==> src/rtl/mdu_pkg.sv <==
// Shared definitions for the multiply/divide unit: op encodings and controller states.
package mdu_pkg;

  localparam logic [2:0] OP_MULT  = 3'b000;
  localparam logic [2:0] OP_MULTU = 3'b001;
  localparam logic [2:0] OP_DIV   = 3'b010;
  localparam logic [2:0] OP_DIVU  = 3'b011;
  localparam logic [2:0] OP_MTHI  = 3'b100;
  localparam logic [2:0] OP_MTLO  = 3'b101;

  typedef enum logic [1:0] {
    IDLE = 2'd0,
    MUL  = 2'd1,
    DIV  = 2'd2,
    DONE = 2'd3
  } state_t;

endpackage

==> src/rtl/mdu_hilo_if.sv <==
// Pipeline-facing signals of the MDU: EX-stage op, pipeline advance/flush, HI/LO and busy.
interface mdu_hilo_if;
  logic        EX_MDUStart;
  logic [2:0]  EX_MDUOp;
  logic [31:0] EX_rs;
  logic [31:0] EX_rt;
  logic        EX_MEM1Wr;
  logic        MEM1_MEM2Wr;
  logic        MEM1_Flush;
  logic [31:0] HI;
  logic [31:0] LO;
  logic        isbusy;

  modport master (
    output EX_MDUStart, EX_MDUOp, EX_rs, EX_rt, EX_MEM1Wr, MEM1_MEM2Wr, MEM1_Flush,
    input  HI, LO, isbusy
  );

  modport slave (
    input  EX_MDUStart, EX_MDUOp, EX_rs, EX_rt, EX_MEM1Wr, MEM1_MEM2Wr, MEM1_Flush,
    output HI, LO, isbusy
  );
endinterface

==> src/rtl/div_radix2.sv <==
// Iterative unsigned restoring divider: one quotient bit per clock, ITER iterations after start.
module div_radix2 #(
  parameter int ITER = 32
) (
  input  logic        clk,
  input  logic        rst,
  input  logic        start,
  input  logic [31:0] a,
  input  logic [31:0] b,
  output logic [31:0] quotient,
  output logic [31:0] remainder,
  output logic        done
);

  logic [31:0] r_rem, r_quo, r_div;
  logic [4:0]  r_cnt;
  logic        r_busy;
  logic [32:0] w_shift;
  logic [33:0] w_diff;
  logic        w_ge;

  assign w_shift = {r_rem, r_quo[31]};
  assign w_diff  = {1'b0, w_shift} - {2'b00, r_div};
  assign w_ge    = ~w_diff[33];
  // High during the cycle whose closing edge computes the last quotient bit.
  assign done    = r_busy & (r_cnt == 5'(ITER - 1));

  always_ff @(posedge clk or negedge rst) begin
    if (!rst) begin
      r_rem  <= '0;
      r_quo  <= '0;
      r_div  <= '0;
      r_cnt  <= '0;
      r_busy <= 1'b0;
    end else if (start) begin
      r_rem  <= '0;
      r_quo  <= a;
      r_div  <= b;
      r_cnt  <= '0;
      r_busy <= 1'b1;
    end else if (r_busy) begin
      r_rem  <= w_ge ? w_diff[31:0] : w_shift[31:0];
      r_quo  <= {r_quo[30:0], w_ge};
      r_cnt  <= r_cnt + 5'd1;
      if (done) r_busy <= 1'b0;
    end
  end

  assign quotient  = r_quo;
  assign remainder = r_rem;

endmodule

==> src/rtl/mdu_hilo.sv <==
// Multiply/divide unit owning HI/LO; results retire only once the owning op leaves MEM1 unflushed.
module mdu_hilo
  import mdu_pkg::*;
#(
  parameter int MUL_CYCLES = 1,
  parameter int DIV_ITER   = 32
) (
  input  logic       clk,
  input  logic       rst,
  mdu_hilo_if.slave  bus
);

  localparam int MCW = (MUL_CYCLES > 1) ? $clog2(MUL_CYCLES) : 1;

  state_t           r_state, w_state_next;
  logic [2:0]       r_op;
  logic [31:0]      r_rs, r_rt, r_hi, r_lo;
  logic             r_unc;
  logic [MCW-1:0]   r_mcnt;

  logic             w_accept, w_ex_signed, w_div_start, w_div_done;
  logic             w_commit_now, w_abort, w_write, w_mul_signed, w_div_signed;
  logic [31:0]      w_div_a, w_div_b, w_div_q, w_div_r, w_quo, w_rem;
  logic signed [32:0] w_ma, w_mb;
  logic signed [65:0] w_mfull;
  logic [63:0]      w_mchain [MUL_CYCLES+1];

  assign w_accept = bus.EX_MDUStart & bus.EX_MEM1Wr & ~bus.MEM1_Flush &
                    (r_state == IDLE) & (bus.EX_MDUOp <= OP_MTLO);
  assign w_ex_signed = (bus.EX_MDUOp == OP_DIV);
  assign w_div_start = w_accept & ((bus.EX_MDUOp == OP_DIV) | (bus.EX_MDUOp == OP_DIVU));
  assign w_div_a = (w_ex_signed & bus.EX_rs[31]) ? -bus.EX_rs : bus.EX_rs;
  assign w_div_b = (w_ex_signed & bus.EX_rt[31]) ? -bus.EX_rt : bus.EX_rt;

  div_radix2 #(.ITER(DIV_ITER)) u_div (
    .clk       (clk),
    .rst       (rst),
    .start     (w_div_start),
    .a         (w_div_a),
    .b         (w_div_b),
    .quotient  (w_div_q),
    .remainder (w_div_r),
    .done      (w_div_done)
  );

  // 33-bit signed operands cover both MULT and MULTU with one multiplier.
  assign w_mul_signed = (r_op == OP_MULT);
  assign w_ma    = {w_mul_signed & r_rs[31], r_rs};
  assign w_mb    = {w_mul_signed & r_rt[31], r_rt};
  assign w_mfull = w_ma * w_mb;
  assign w_mchain[0] = w_mfull[63:0];

  genvar gi;
  generate
    for (gi = 0; gi < MUL_CYCLES; gi++) begin : g_mstage
      logic [63:0] r_stage;
      always_ff @(posedge clk or negedge rst) begin
        if (!rst) r_stage <= '0;
        else      r_stage <= w_mchain[gi];
      end
      assign w_mchain[gi+1] = r_stage;
    end
  endgenerate

  assign w_div_signed = (r_op == OP_DIV);
  assign w_quo = (w_div_signed & (r_rs[31] ^ r_rt[31])) ? -w_div_q : w_div_q;
  assign w_rem = (w_div_signed & r_rs[31]) ? -w_div_r : w_div_r;

  // A commit arriving on the same edge as DONE retires immediately.
  assign w_commit_now = ~r_unc | (bus.MEM1_MEM2Wr & ~bus.MEM1_Flush);
  assign w_abort      = r_unc & bus.MEM1_Flush;
  assign w_write      = (r_state == DONE) & w_commit_now;

  always_ff @(posedge clk or negedge rst) begin
    if (!rst) r_state <= IDLE;
    else      r_state <= w_state_next;
  end

  always_comb begin
    w_state_next = r_state;
    case (r_state)
      IDLE: begin
        if (w_accept) begin
          case (bus.EX_MDUOp)
            OP_MULT, OP_MULTU: w_state_next = MUL;
            OP_DIV, OP_DIVU:   w_state_next = DIV;
            default:           w_state_next = DONE;
          endcase
        end
      end
      MUL:  if (r_mcnt == MCW'(MUL_CYCLES - 1)) w_state_next = DONE;
      DIV:  if (w_div_done) w_state_next = DONE;
      DONE: if (w_commit_now) w_state_next = IDLE;
      default: w_state_next = IDLE;
    endcase
    if (w_abort) w_state_next = IDLE;
  end

  always_ff @(posedge clk or negedge rst) begin
    if (!rst) begin
      r_op   <= '0;
      r_rs   <= '0;
      r_rt   <= '0;
      r_mcnt <= '0;
      r_unc  <= 1'b0;
      r_hi   <= '0;
      r_lo   <= '0;
    end else begin
      if (w_accept) begin
        r_op   <= bus.EX_MDUOp;
        r_rs   <= bus.EX_rs;
        r_rt   <= bus.EX_rt;
        r_mcnt <= '0;
      end else if (r_state == MUL) begin
        r_mcnt <= r_mcnt + MCW'(1);
      end

      if (w_accept)                                r_unc <= 1'b1;
      else if (bus.MEM1_Flush | bus.MEM1_MEM2Wr)   r_unc <= 1'b0;

      if (w_write) begin
        case (r_op)
          OP_MTHI:           r_hi <= r_rs;
          OP_MTLO:           r_lo <= r_rs;
          OP_MULT, OP_MULTU: {r_hi, r_lo} <= w_mchain[MUL_CYCLES];
          default: begin
            r_hi <= w_rem;
            r_lo <= w_quo;
          end
        endcase
      end
    end
  end

  assign bus.HI     = r_hi;
  assign bus.LO     = r_lo;
  assign bus.isbusy = (r_state != IDLE) | (bus.EX_MDUStart & ~bus.MEM1_Flush);

endmodule

==> src/flat_wrapper.sv <==
// flat-port wrapper written by rule: the top's interface ports become plain ports
module mdu_hilo_flat import mdu_pkg::*;
#(
  parameter int MUL_CYCLES = 1,
  parameter int DIV_ITER   = 32
)
  (clk, rst, bus_EX_MDUStart, bus_EX_MDUOp, bus_EX_rs, bus_EX_rt, bus_EX_MEM1Wr, bus_MEM1_MEM2Wr, bus_MEM1_Flush, bus_HI, bus_LO, bus_isbusy);
  mdu_hilo_if bus_i ();
  input  logic clk;
  input  logic rst;
  input wire logic [$bits(bus_i.EX_MDUStart)-1:0] bus_EX_MDUStart;
  input wire logic [$bits(bus_i.EX_MDUOp)-1:0] bus_EX_MDUOp;
  input wire logic [$bits(bus_i.EX_rs)-1:0] bus_EX_rs;
  input wire logic [$bits(bus_i.EX_rt)-1:0] bus_EX_rt;
  input wire logic [$bits(bus_i.EX_MEM1Wr)-1:0] bus_EX_MEM1Wr;
  input wire logic [$bits(bus_i.MEM1_MEM2Wr)-1:0] bus_MEM1_MEM2Wr;
  input wire logic [$bits(bus_i.MEM1_Flush)-1:0] bus_MEM1_Flush;
  output wire logic [$bits(bus_i.HI)-1:0] bus_HI;
  output wire logic [$bits(bus_i.LO)-1:0] bus_LO;
  output wire logic [$bits(bus_i.isbusy)-1:0] bus_isbusy;
  assign bus_i.EX_MDUStart = bus_EX_MDUStart;
  assign bus_i.EX_MDUOp = bus_EX_MDUOp;
  assign bus_i.EX_rs = bus_EX_rs;
  assign bus_i.EX_rt = bus_EX_rt;
  assign bus_i.EX_MEM1Wr = bus_EX_MEM1Wr;
  assign bus_i.MEM1_MEM2Wr = bus_MEM1_MEM2Wr;
  assign bus_i.MEM1_Flush = bus_MEM1_Flush;
  assign bus_HI = bus_i.HI;
  assign bus_LO = bus_i.LO;
  assign bus_isbusy = bus_i.isbusy;
  mdu_hilo #(.MUL_CYCLES(MUL_CYCLES), .DIV_ITER(DIV_ITER)) u_core (.clk(clk), .rst(rst), .bus(bus_i));
endmodule
==> config.mk <==
export PLATFORM = sky130hd
export DESIGN_NAME = mdu_hilo_flat
export DESIGN_NICKNAME = d
export VERILOG_FILES = /design/src/rtl/mdu_pkg.sv /design/src/rtl/mdu_hilo_if.sv /design/src/rtl/div_radix2.sv /design/src/rtl/mdu_hilo.sv /design/src/flat_wrapper.sv
export SDC_FILE = /design/constraint.sdc
export NUM_CORES = 2
export LEC_CHECK = 0
export ABC_AREA = 1
export CAP_MARGIN = 20
export CORE_ASPECT_RATIO = 0.7
export CORE_MARGIN = 2
export CORE_UTILIZATION = 45
export DETAILED_ROUTE_END_ITERATION = 8
export SLEW_MARGIN = 40
export SYNTH_ARGS = -nofsm -noshare
export SYNTH_HDL_FRONTEND = slang
export SYNTH_SLANG_ARGS = --single-unit
==> constraint.sdc <==
create_clock -name clk -period 9.5 [get_ports clk]
set_clock_uncertainty 0.2 [all_clocks]
set_input_delay 2.85 -clock clk [delete_from_list [all_inputs] [get_ports clk]]
set_output_delay 2.85 -clock clk [all_outputs]
set_load 0.02 [all_outputs]
# == Word-level counts from Yosys, hierarchy flattened ==
# Index checks and enable logic that the tools add are counted.
# totals
reg_bits,301
input_bits,73
out_inout_bits,65
elab_cells,104
# classes
addsub,7
mul,1
order_cmp,1
eq_ne,15
mux,27
n_bitwise,26
n_reduce_logical,13
# op_table
op,n
32-bit 2-to-1 mux,9
32-bit case mux with 3 select lines,2
32-bit negation,4
33-bit by 33-bit multiplier with 64-bit output,1
33-bit by 32-bit subtractor with 34-bit output,1
1-bit bitwise AND,16
2-bit 2-to-1 mux,5
5-bit 2-to-1 mux,2
3-bit by 2-bit == test with 1-bit output (second input constant),3
2-bit case mux with 4 select lines,1
2-bit nonzero test,4
1-bit 2-to-1 mux,7
3-bit by 1-bit == test with 1-bit output (second input constant),2
3-bit == test (second input constant),2
3-bit logical NOT,2
3-bit by 1-bit != test with 1-bit output (second input constant),2
2-bit OR reduction,3
5-bit by 1-bit adder with 5-bit output (second input constant),1
5-bit == test (second input constant),1
1-bit NOT,5
2-bit == test (second input constant),2
1-bit bitwise OR,4
2-bit case mux with 2 select lines,1
2-bit AND reduction,2
other kinds (8),8

# == Longest topological paths before layout ==
# logic_depth
word_depth,7
mapped_depth,32
depth_no_buf,31

# == Modules after synthesis ==
# Synthesis repeated with hierarchy kept, for this count alone.
# hier_totals
cells_unflattened,7468
area_unflattened_um2,57939.3
# modules_own_cells
module,n_inst,cells_each,area_per_inst_um2,seq_area_each_um2
mdu_hilo,1,6429,50873.8,4979.8
div_radix2,1,1039,7065.5,2552.4

# == Worst setup path after synthesis ==
# OpenSTA, ideal clock, no wires.
# synth_timing
path_kind,register to register
start,register u_core.r_rs[31]
end,register u_core.g_mstage[0].r_stage[54]
setup_ns,0.117
t_arrival_ns,7.419
t_required_ns,9.183
setup_slack_ns,1.764
path_stages_with_launch,27
n_path_buf,2
synth_period_minus_slack_ns,7.736
cell_sequence,dfrtp_1 clkbuf_1 clkbuf_1 nand2_1 nor2_1 fa_1 fa_1 fa_1 inv_1 fa_1 inv_1 fa_1 fa_1 inv_1 fa_1 inv_1 fa_1 ha_1 nand2_1 nor2_1 inv_1 nor2_1 inv_1 nor4_1 nand2_1 nand4_1 nand2_1
# synth_via
elab_chain_cells,2
# synth_lines
item,line,rtl
start: declaration,mdu_hilo.sv:17,"logic [31:0] r_rs, r_rt, r_hi, r_lo;"
start signal: assignment,mdu_hilo.sv:111,r_rs <= bus.EX_rs;
1-bit bitwise AND,mdu_hilo.sv:48,"assign w_ma = {w_mul_signed & r_rs[31], r_rs};"
33-bit by 33-bit multiplier with 64-bit output (*),mdu_hilo.sv:50,assign w_mfull = w_ma * w_mb;
via u_core.w_mfull[54],mdu_hilo.sv:25,logic signed [65:0] w_mfull;
end signal: assignment,mdu_hilo.sv:59,else r_stage <= w_mchain[gi];
end: declaration,mdu_hilo.sv:56,logic [63:0] r_stage;
# Mark *: on every way through the listed nets, which the timed path passes. The rest lies on a longest branch.
# A chain may end at the register's enable or synchronous reset.

# == Worst setup path in the final report ==
# layout_timing
start,register u_core.r_op[0]
end,register u_core.g_mstage[0].r_stage[45]
# layout_via
elab_chain_cells,3
elab_cells_between_ends,4
cone_classes,mul (1); bitwise (2); reduce/logical (1)
# layout_lines
item,line,rtl
start: declaration,mdu_hilo.sv:16,logic [2:0] r_op;
start signal: assignment,mdu_hilo.sv:110,r_op <= bus.EX_MDUOp;
3-bit logical NOT (*),mdu_hilo.sv:47,assign w_mul_signed = (r_op == OP_MULT);
"1-bit bitwise AND, on equally long branches","mdu_hilo.sv:48, mdu_hilo.sv:49",
33-bit by 33-bit multiplier with 64-bit output (*),mdu_hilo.sv:50,
via u_core.w_mfull[45],mdu_hilo.sv:25,
# Marks and branches as above.

==> flow_summary.json <==
{
  "slew_headroom_pct": 38.7,
  "fp-row-count": 109,
  "pre_cts_ws_ns": 0.759,
  "worst_slack_ns": 0.706,
  "worst_path_most_repeated_cell": "fa_1",
  "htree_levels": 1,
  "required_ns": 9.80,
  "synth_edf_count": 0,
  "drc_errors": 0,
  "synth_fp_nets": 8799,
  "syn_area_um2": 57200,
  "postCtsSetupBuffers": 0,
  "synth_ff_type": "dfrtp_1",
  "drt_iter0_drc": 4725,
  "worst_pin_slew_ns": 0.920,
  "synth_top_family_by_area": "adder cells",
  "slowest_stage": "fa_1",
  "fillerInstances": 12500,
  "synth_top_area_share_pct": 39.4,
  "critPathLaunchType": "register",
  "rsz0062_at_grt": "no",
  "worst-path-max-fanout": 21,
  "synth-simple-area-share_pct": 19.5,
  "yosysUniqueCellTypes": 52,
  "clkLatencyLatePin_ns": 0.64,
  "synth_xor_area_share_pct": 1.55,
  "grt.overflow.total": 0,
  "drive_above_1_share_pct": 4.02,
  "drv_cap": 0,
  "hold_buffers": 0,
  "period_minus_slack_ns": 8.79,
  "max_freq_ghz": 0.114,
  "synth_fa_ha_area_share_pct": 45.0,
  "vias": 47600,
  "setup_viol": 0,
  "die_x_um": 430,
  "start_util_pct": 45.3,
  "setup_tns_ns": 0,
  "cts_tree": "done",
  "antenna_left": 0,
  "clk_path_buf_depth": 3,
  "yosysSeqAreaShare_pct": 13.2,
  "ctsResizeCount": 0,
  "synth.area.mux_share_pct": 0,
  "grt_pass1_vias": 48300,
  "place.gp.congestion": 0.988,
  "coreArea_um2": 126000,
  "io_pins": 138,
  "wire_per_inst_um": 22.2,
  "cpLargestDelayFamily": "adder cells",
  "area_growth_pct": 7.61,
  "syn-instance-count": 7344,
  "hold_viol": 0,
  "port_buffers": 137,
  "clkSinkCount": 301,
  "hpwlAfterDp_um": 165000,
  "cp-end-kind": "register",
  "routed_wl_um": 199000,
  "async_reset_ff_share_pct": 100,
  "synth_top_area_cell": "fa_1",
  "antenna_found_initial": 4,
  "clkTransAtPathRegs_ns": 0.07,
  "maxSlewViolCount": 0,
  "grt_start_max_net_pins": 111,
  "finalNetCount": 8750,
  "fp.dieH_um": 302,
  "yosys-top-cells-count": "1827 x nand2_1, 1814 x inv_1, 1126 x fa_1",
  "ys_ff_latch": 301,
  "hp-class": "reg -> reg",
  "crit_type": "reg -> reg",
  "drtPass1Iterations": 8,
  "drt-vias-per-instance": 5.30,
  "grt_pass1_wl_um": 305000,
  "critPathMaxStageDelay_ns": 0.57,
  "crit_arrival_ns": 9.10,
  "die-area_um2": 130000,
  "syn_avg_cell_area_um2": 7.79,
  "ys_top_cells_by_area": "fa_1 39%, dfrtp_1 13%, nand2_1 12%",
  "cts_made_buffers": 31,
  "synth_compound_area_share_pct": 6.38,
  "track_usage_pct": 31.2,
  "cts_root_buf": "clkbuf_16",
  "ys_warn_count": 0,
  "status": "finished clean",
  "period_share_pct": 92.6,
  "synth_most_common_cell": "nand2_1",
  "path_buf_inv": 8
}
cell type report:
type                            instances  area (um2)  share of cell area (%)
Antenna cell                            2        5.00                 0.00813
Clock buffer                           38         852                    1.38
Clock inverter                         20         239                   0.388
Inverter                             1824        6850                    11.1
Multi-Input combinational cell       4867       41500                    67.4
Sequential cell                       301        7580                    12.3
Tap cell                             1665        2080                    3.38
Timing Repair Buffer                  270        2470                    4.02
worst register-to-register path: cells and delay by family (launching register included):
kind	cells	cell delay (ns)
and+or+nand+nor	10	2.27
xor gates and xnor gates	1	0.35
DFF	1	0.42
adders and majority gates	9	4.24
buffers and inverters	8	1.20
per-stage QoR:
stage          std cells  hold slack, ns  utilization [%]  cell area, um2
2_1_floorplan       7344           0.238                -           57200
3_3_place_gp        8926           0.260             47.9           60400
3_5_place_dp        8926           0.262             47.9           60400
4_1_cts             8984           0.276             48.8           61500
5_1_grt             8985           0.299             48.8           61500
6_report            8987           0.280             48.8           61600
cell usage in the layout, fill, tap and decap left out, types with 7 or more instances in the layout:
cell type / count
buf_4: 125
xor2_1: 77
dfrtp_1: 269
ha_1: 256
nor2_1: 447
inv_2: 12
xnor2_1: 24
nand4_1: 64
a22oi_1: 12
nor3_1: 53
o21ai_0: 254
a21o_1: 8
nand2_1: 1826
dfrtp_2: 27
a31oi_1: 50
a21oi_1: 194
o221ai_1: 21
a221oi_1: 33
nand3_2: 10
or2_2: 10
o21ai_1: 26
clkbuf_16: 31
inv_1: 1811
nand3_1: 284
clkdlybuf4s50_1: 136
nor2_2: 13
nand3b_1: 7
o21bai_1: 13
fa_1: 1125
cells by family after synthesis:
| family | after synthesis |
|---|---|
| DFF | 301 |
| buffers and inverters | 2176 |
| and+or+nand+nor | 2742 |
| xor gates and xnor gates | 101 |
| AOI/OAI and AO/OA | 642 |
| adders and majority gates | 1382 |
path summary, 6_finish.rpt:
check	startpoint	end	slack [ns]	cells past startpoint
setup reg to reg	u_core.r_op[0]	u_core.g_mstage[0].r_stage[45]	0.71	28
min in group asynchronous	rst	u_core.r_rt[29]	1.88	1
hold reg to reg	u_core.r_mcnt	u_core.r_mcnt	0.28	1
setup / recovery	u_core.r_op[0]	u_core.g_mstage[0].r_stage[45]	0.71	28
max in group asynchronous	rst	u_core.r_rs[21]	5.80	3
hold / removal	u_core.r_mcnt	u_core.r_mcnt	0.28	1
state kept, by name, indices dropped and copies added (netlist names):
signal / cells
u_core.bus.HI: 32
u_core.bus.LO: 32
u_core.r_rt: 32
u_core.g_mstage.r_stage: 64
u_core.u_div.r_busy: 1
u_core.u_div.remainder: 32
u_core.u_div.r_cnt: 5
u_core.u_div.quotient: 32
u_core.r_op: 3
u_core.r_mcnt: 1
u_core.u_div.r_div: 32
u_core.r_state: 2
u_core.r_rs: 32
u_core.r_unc: 1
routing by layer:
layer  up-vias  routed length [um]  GRT usage [%]
met5         -                  33              0
met2      2136               79700           43.4
met4         4                5160           6.83
met3       217               21800           8.90
li1      21500                   -              -
met1     23800               92400           47.9
Power is left out: the tool's default activity adds up to more than one toggle a clock period on the data nets, which glitch-free logic cannot reach.
